[src/rtl/utmi_rx_feeder.sv]
// UTMI receive-side driver: turns a valid/ready byte stream into RxActive/RxValid/RxError
// packets with SYNC lead, optional bit-stuff holes, EOP trail, inter-packet gap and underrun abort.
module utmi_rx_feeder #(
  parameter int LEAD_CYC     = 2,
  parameter int TRAIL_CYC    = 2,
  parameter int GAP_CYC      = 4,
  parameter int STUFF_PERIOD = 0,
  parameter int UNDERRUN_MAX = 8
) (
  input  logic        clk_i,
  input  logic        rst_i,
  input  logic        enable_i,
  input  logic [7:0]  in_data_i,
  input  logic        in_valid_i,
  input  logic        in_last_i,
  input  logic        in_err_i,
  output logic        in_ready_o,
  output logic [7:0]  utmi_data_o,
  output logic        utmi_rxvalid_o,
  output logic        utmi_rxactive_o,
  output logic        utmi_rxerror_o,
  output logic        busy_o,
  output logic [15:0] pkt_cnt_o,
  output logic [7:0]  err_cnt_o
);

  typedef enum logic [2:0] {
    S_IDLE,
    S_LEAD,
    S_DATA,
    S_TRAIL,
    S_GAP,
    S_DROP
  } state_t;

  state_t      state, state_nx;
  logic [15:0] phase_cnt, phase_cnt_nx;
  logic [15:0] starve_cnt, starve_cnt_nx;
  logic [15:0] byte_cnt, byte_cnt_nx;
  logic        hole_q, hole_nx;
  logic        drop_q, drop_nx;
  logic        pkt_inc;
  logic        accept, take_byte, starved, abort, err_evt;
  logic [15:0] pkt_cnt_q;
  logic [7:0]  err_cnt_q;

  // Ready is a pure function of state so the upstream source never sees a combinational loop.
  always_comb begin
    in_ready_o = 1'b0;
    case (state)
      S_LEAD:  in_ready_o = (phase_cnt == 16'(LEAD_CYC - 1));
      S_DATA:  in_ready_o = !hole_q;
      S_DROP:  in_ready_o = 1'b1;
      default: in_ready_o = 1'b0;
    endcase
  end

  assign accept    = in_valid_i & in_ready_o;
  assign take_byte = accept & ((state == S_LEAD) | (state == S_DATA));
  assign starved   = (state == S_DATA) & in_ready_o & !in_valid_i;
  assign abort     = starved & (starve_cnt == 16'(UNDERRUN_MAX - 1));
  assign err_evt   = (take_byte & in_err_i) | abort;
  assign busy_o    = (state != S_IDLE);
  assign pkt_cnt_o = pkt_cnt_q;
  assign err_cnt_o = err_cnt_q;

  always_comb begin
    state_nx      = state;
    phase_cnt_nx  = phase_cnt;
    starve_cnt_nx = starve_cnt;
    byte_cnt_nx   = byte_cnt;
    hole_nx       = 1'b0;
    drop_nx       = drop_q;
    pkt_inc       = 1'b0;
    case (state)
      S_IDLE: begin
        if (enable_i && in_valid_i) begin
          state_nx      = S_LEAD;
          phase_cnt_nx  = '0;
          starve_cnt_nx = '0;
          byte_cnt_nx   = '0;
        end
      end
      S_LEAD: begin
        if (!take_byte) begin
          if (phase_cnt == 16'(LEAD_CYC - 1)) state_nx = S_DATA;
          else phase_cnt_nx = phase_cnt + 16'd1;
        end
      end
      S_DATA: begin
        if (abort) begin
          state_nx     = S_TRAIL;
          phase_cnt_nx = '0;
          drop_nx      = 1'b1;
        end else if (starved) begin
          starve_cnt_nx = starve_cnt + 16'd1;
        end
      end
      S_TRAIL: begin
        if (phase_cnt == 16'(TRAIL_CYC)) begin
          state_nx     = S_GAP;
          phase_cnt_nx = '0;
          pkt_inc      = !drop_q;
        end else begin
          phase_cnt_nx = phase_cnt + 16'd1;
        end
      end
      S_GAP: begin
        if (phase_cnt == 16'(GAP_CYC - 1)) state_nx = drop_q ? S_DROP : S_IDLE;
        else phase_cnt_nx = phase_cnt + 16'd1;
      end
      S_DROP: begin
        if (accept && in_last_i) begin
          state_nx = S_IDLE;
          drop_nx  = 1'b0;
        end
      end
      default: state_nx = S_IDLE;
    endcase

    // Byte delivery is shared by the last LEAD cycle and DATA; the stuff hole never follows the last byte.
    if (take_byte) begin
      starve_cnt_nx = '0;
      if (in_last_i) begin
        state_nx     = S_TRAIL;
        phase_cnt_nx = '0;
      end else begin
        state_nx = S_DATA;
        if (STUFF_PERIOD > 0 && byte_cnt == 16'(STUFF_PERIOD - 1)) begin
          hole_nx     = 1'b1;
          byte_cnt_nx = '0;
        end else begin
          byte_cnt_nx = byte_cnt + 16'd1;
        end
      end
    end
  end

  always_ff @(posedge clk_i) begin
    if (rst_i) begin
      state           <= S_IDLE;
      phase_cnt       <= '0;
      starve_cnt      <= '0;
      byte_cnt        <= '0;
      hole_q          <= 1'b0;
      drop_q          <= 1'b0;
      pkt_cnt_q       <= '0;
      err_cnt_q       <= '0;
      utmi_data_o     <= '0;
      utmi_rxvalid_o  <= 1'b0;
      utmi_rxactive_o <= 1'b0;
      utmi_rxerror_o  <= 1'b0;
    end else begin
      state           <= state_nx;
      phase_cnt       <= phase_cnt_nx;
      starve_cnt      <= starve_cnt_nx;
      byte_cnt        <= byte_cnt_nx;
      hole_q          <= hole_nx;
      drop_q          <= drop_nx;
      utmi_rxvalid_o  <= take_byte;
      utmi_rxerror_o  <= err_evt;
      utmi_rxactive_o <= (state_nx == S_LEAD) | (state_nx == S_DATA) | (state_nx == S_TRAIL);
      if (take_byte) utmi_data_o <= in_data_i;
      if (pkt_inc) pkt_cnt_q <= pkt_cnt_q + 16'd1;
      if (err_evt && err_cnt_q != 8'hFF) err_cnt_q <= err_cnt_q + 8'd1;
    end
  end

endmodule

[config.mk]
export PLATFORM = sky130hd
export DESIGN_NAME = utmi_rx_feeder
export DESIGN_NICKNAME = d
export VERILOG_FILES = /design/src/rtl/utmi_rx_feeder.sv
export SDC_FILE = /design/constraint.sdc
export NUM_CORES = 1
export LEC_CHECK = 0
export CAP_MARGIN = 20
export CORE_UTILIZATION = 35
export CTS_CLUSTER_DIAMETER = 40
export DETAILED_ROUTE_END_ITERATION = 10
export RECOVER_POWER = 50
export SKIP_LAST_GASP = 1
export SLEW_MARGIN = 20
export SYNTH_ARGS = -nofsm -noshare
export SYNTH_HDL_FRONTEND = slang
export SYNTH_SLANG_ARGS = --single-unit
[constraint.sdc]
create_clock -name clk_i -period 2.12 [get_ports clk_i]
set_clock_uncertainty 0.1 [all_clocks]
set_input_delay 0.424 -clock clk_i [delete_from_list [all_inputs] [get_ports clk_i]]
set_output_delay 0.424 -clock clk_i [all_outputs]
set_load 0.005 [all_outputs]
==> impl_metrics.py <==
metrics = {
    "setup_path": {
        "cp-start-kind": "flip-flop",
        "required_ns": 2.25,
        "endpoint_kind": "flip-flop",
        "cp_data_arrival_time_ns": 2.52,
        "worstSetupPathType": "flip-flop to flip-flop",
        "cp_max_fo": 6,
    },
    "timing": {
        "min_period_over_period_pct": 113,
        "finalCriticalPeriod_ns": 2.39,
        "rsz0062_at_grt": "true",
        "max_freq_mhz": 419,
        "tightest_slew_ns": 0.549,
        "slew_violations": 0,
        "tns_ns": -5.29,
        "setup_slack_ns": -0.269,
        "hold_viol": 0,
        "setup_viol": 42,
        "whs_ns": 0.354,
        "slew_headroom_pct": 63.3,
    },
    "synthesis": {
        "syn_nets": 455,
        "yosysUniqueCellTypes": 54,
        "synth_compound_area_share_pct": 14.1,
        "synth.top_cell.area_share_pct": 40.0,
        "synth_edf_count": 0,
        "yosysTopAreaCell": "dfxtp_1",
        "syn-mean-instance-area_um2": 8.17,
        "ys_seq_area_share_pct": 40.0,
        "synth_top_family_by_area": "simple AND/OR/NAND/NOR gates",
        "synthSimpleGateAreaFrac_pct": 31.8,
        "synthMuxAreaShare_pct": 0.281,
        "syn-cell-area_mm2": 0.00356,
        "synth_async_sr_flop_share_pct": 0,
        "syn_inst": 435,
        "ys_top_cells_by_area": "dfxtp_1 40%, nor2_1 6.4%, xnor2_1 5.2%, nand2_1 5.0%, a21oi_1 3.5%",
        "synth.most_common_cell": "dfxtp_1",
        "synth_flop_cell": "dfxtp_1",
        "synth_common_cells": "71 x dfxtp_1, 61 x nor2_1, 47 x nand2_1",
        "synthXorXnorAreaFrac_pct": 7.88,
        "yosys_register_bits": 71,
        "synth-warning-count": 0,
        "synthAdderAreaFrac_pct": 2.11,
    },
    "floorplanning": {
        "rows": 36,
        "die_y_um": 103,
        "fp.coreArea_mm2": 0.00982,
        "die_w_um": 103,
        "start_util_pct": 36.2,
        "ios": 51,
        "fp.dieArea_mm2": 0.0106,
    },
    "grt": {
        "grt_pass1_vias": 3442,
        "track_usage_pct": 19.7,
        "grt_start_max_net_pins": 25,
        "grt-ovfl-total": 0,
        "grt_pass1_wl_um": 16200,
        "antenna_found_initial": 0,
    },
    "power_and_ir_drop": {
        "power_density_mw_per_mm2": 478,
        "p_leak_uw": 0.00227,
        "ir_worst_vdd_v": 0.000230,
    },
    "cts": {
        "clock_latency_ns": 0.35,
        "root_buffer": "clkbuf_8",
        "cts.clk_slew.worst_paths_ns": 0.08,
        "clock-sinks": 71,
        "htreeDepth": 3,
        "clockBufferDepth": 2,
        "cts_made_buffers": 9,
        "cts_hold_buf": 0,
        "cts_tree": "yes",
    },
    "detailed_routing": {
        "drt.antenna.violating_nets": 0,
        "wl_per_cell_um": 14.3,
        "firstDrtPassIters": 4,
        "drt-total-wl_um": 10300,
        "num_vias": 3649,
        "drc_errors": 0,
        "first_iter_violations": 185,
        "routed_via_density": 5.05,
    },
    "finish": {
        "drive_gt1_share_pct": 32.7,
        "fill_cells": 910,
        "fin_nets": 605,
        "num_antenna_cells": 0,
        "area_delta_synth_final_pct": 57.8,
    },
    "status": {
        "failed_checks": "setup timing",
        "status": "finished, violations left",
    },
    "place": {
        "gp_congestion": 0.822,
        "dp_hpwl_um": 7000,
        "place.port_buffers": 50,
    },
    "worst_hold_path": {
        "min_path_type": "flip-flop to flip-flop",
    },
    "run": {
        "cap_violations": 0,
    },
}
[cell type report]
cell class	instances	area (um2)	share of cell area, %
clock buffer	11	131	2.34
clock inverter	5	35.0	0.624
inverter	14	52.6	0.936
multi-input combinational	333	2410	43.0
sequential	71	1430	25.5
tap	133	166	2.96
timing repair buffer	156	1380	24.6
[kinds of logic (layout without fill, tap and decap cells)]
kind of cell               after synthesis  after routing
AOI/OAI and AO/OA                       76             76
adders and majority gates                6              6
DFF                                     71             71
buffers and inverters                   32            186
muxes                                    1              1
xor gates and xnor gates                32             32
and+or+nand+nor                        217            218
[state kept, by name, indices dropped and copies added, names as in the netlist]
name             cells
utmi_rxvalid_o       1
starve_cnt          16
utmi_rxactive_o      1
utmi_data_o          8
drop_q               1
err_cnt_o            8
state                3
phase_cnt           16
pkt_cnt_o           16
utmi_rxerror_o       1
[cell usage in the layout (no fill, tap or decap), drive strengths merged, types with 4 or more instances in the layout]
| master | Yosys | routed |
|---|---|---|
| nor2b | 4 | 4 |
| inv | 14 | 14 |
| a21o | 5 | 5 |
| nand3 | 18 | 18 |
| ha | 6 | 6 |
| xor2 | 11 | 11 |
| nor4 | 15 | 15 |
| nor2 | 61 | 61 |
| buf | 5 | 105 |
| clkbuf | 13 | 13 |
| or3 | 7 | 7 |
| nor3 | 22 | 22 |
| clkdlybuf4s50 | 0 | 25 |
| or4 | 5 | 5 |
| xnor2 | 21 | 21 |
| dlygate4sd3 | 0 | 22 |
| o21ai | 11 | 11 |
| nor3b | 4 | 4 |
| nand4 | 16 | 16 |
| and3 | 5 | 5 |
| o21a | 6 | 6 |
| clkinv | 0 | 4 |
| nand2 | 47 | 47 |
| dfxtp | 71 | 71 |
| a21oi | 25 | 25 |
[critical path: stages, from the launching register on]
cell and delay (ns):
dfxtp_2 0.34, nor4_4 0.37, nand4_4 0.15, buf_6 0.15, buf_6 0.11, buf_6 0.10
o31a_1 0.36, o21a_4 0.19, and3_4 0.15, a221o_1 0.26
[power by group]
| group | total (uW) | switching, uW | leakage, uW | internal [uW] |
|---|---|---|---|---|
| clock | 956 | 531 | 0.0000833 | 425 |
| sequential | 1350 | 6.99 | 0.000576 | 1340 |
| combinational | 377 | 181 | 0.00161 | 196 |
| total | 2680 | 718 | 0.00227 | 1960 |
[routing by layer]
metal  GRT usage, %  vias to the layer above  part of all wire (%)
li1               -                     1847                     -
met2           34.2                       64                    51
met4           7.04                        0                   1.5
met1           24.5                     1726                    45
met3           3.39                       12                   2.7
met5              0                        -                     0
[repair_timing]
action / 4_1_cts / 5_1_grt
endpoints found under the setup margin: 49 / 69
setup buffers: 17 / 12
pin swaps: 53 / 34
gates resized for setup: 67 / 51
gates cloned: 1 / 3
[per-stage QoR]
stage,std cells,worst slack [ns],utilization (%),total power (uW),area [um2]
2_1_floorplan,435,-0.00843,-,1510,3640
3_3_place_gp,680,-0.385,49.0,1650,4810
3_5_place_dp,680,-0.440,49.0,1650,4810
4_1_cts,713,-0.277,54.8,2660,5380
5_1_grt,723,-0.331,57.2,2820,5610
6_report,723,-0.269,57.2,2680,5610
[path summary, 6_finish.rpt]
check | end | slack, ns | start | cells past startpoint
worst max register to register | phase_cnt[9] | -0.27 | phase_cnt[14] | 9
worst min register to register | utmi_data_o[4] | 0.35 | utmi_data_o[4] | 2
worst max-delay path | phase_cnt[9] | -0.27 | phase_cnt[14] | 9
worst min-delay path | utmi_data_o[4] | 0.35 | utmi_data_o[4] | 2
Note: power is estimated with default switching activity, not from simulation.
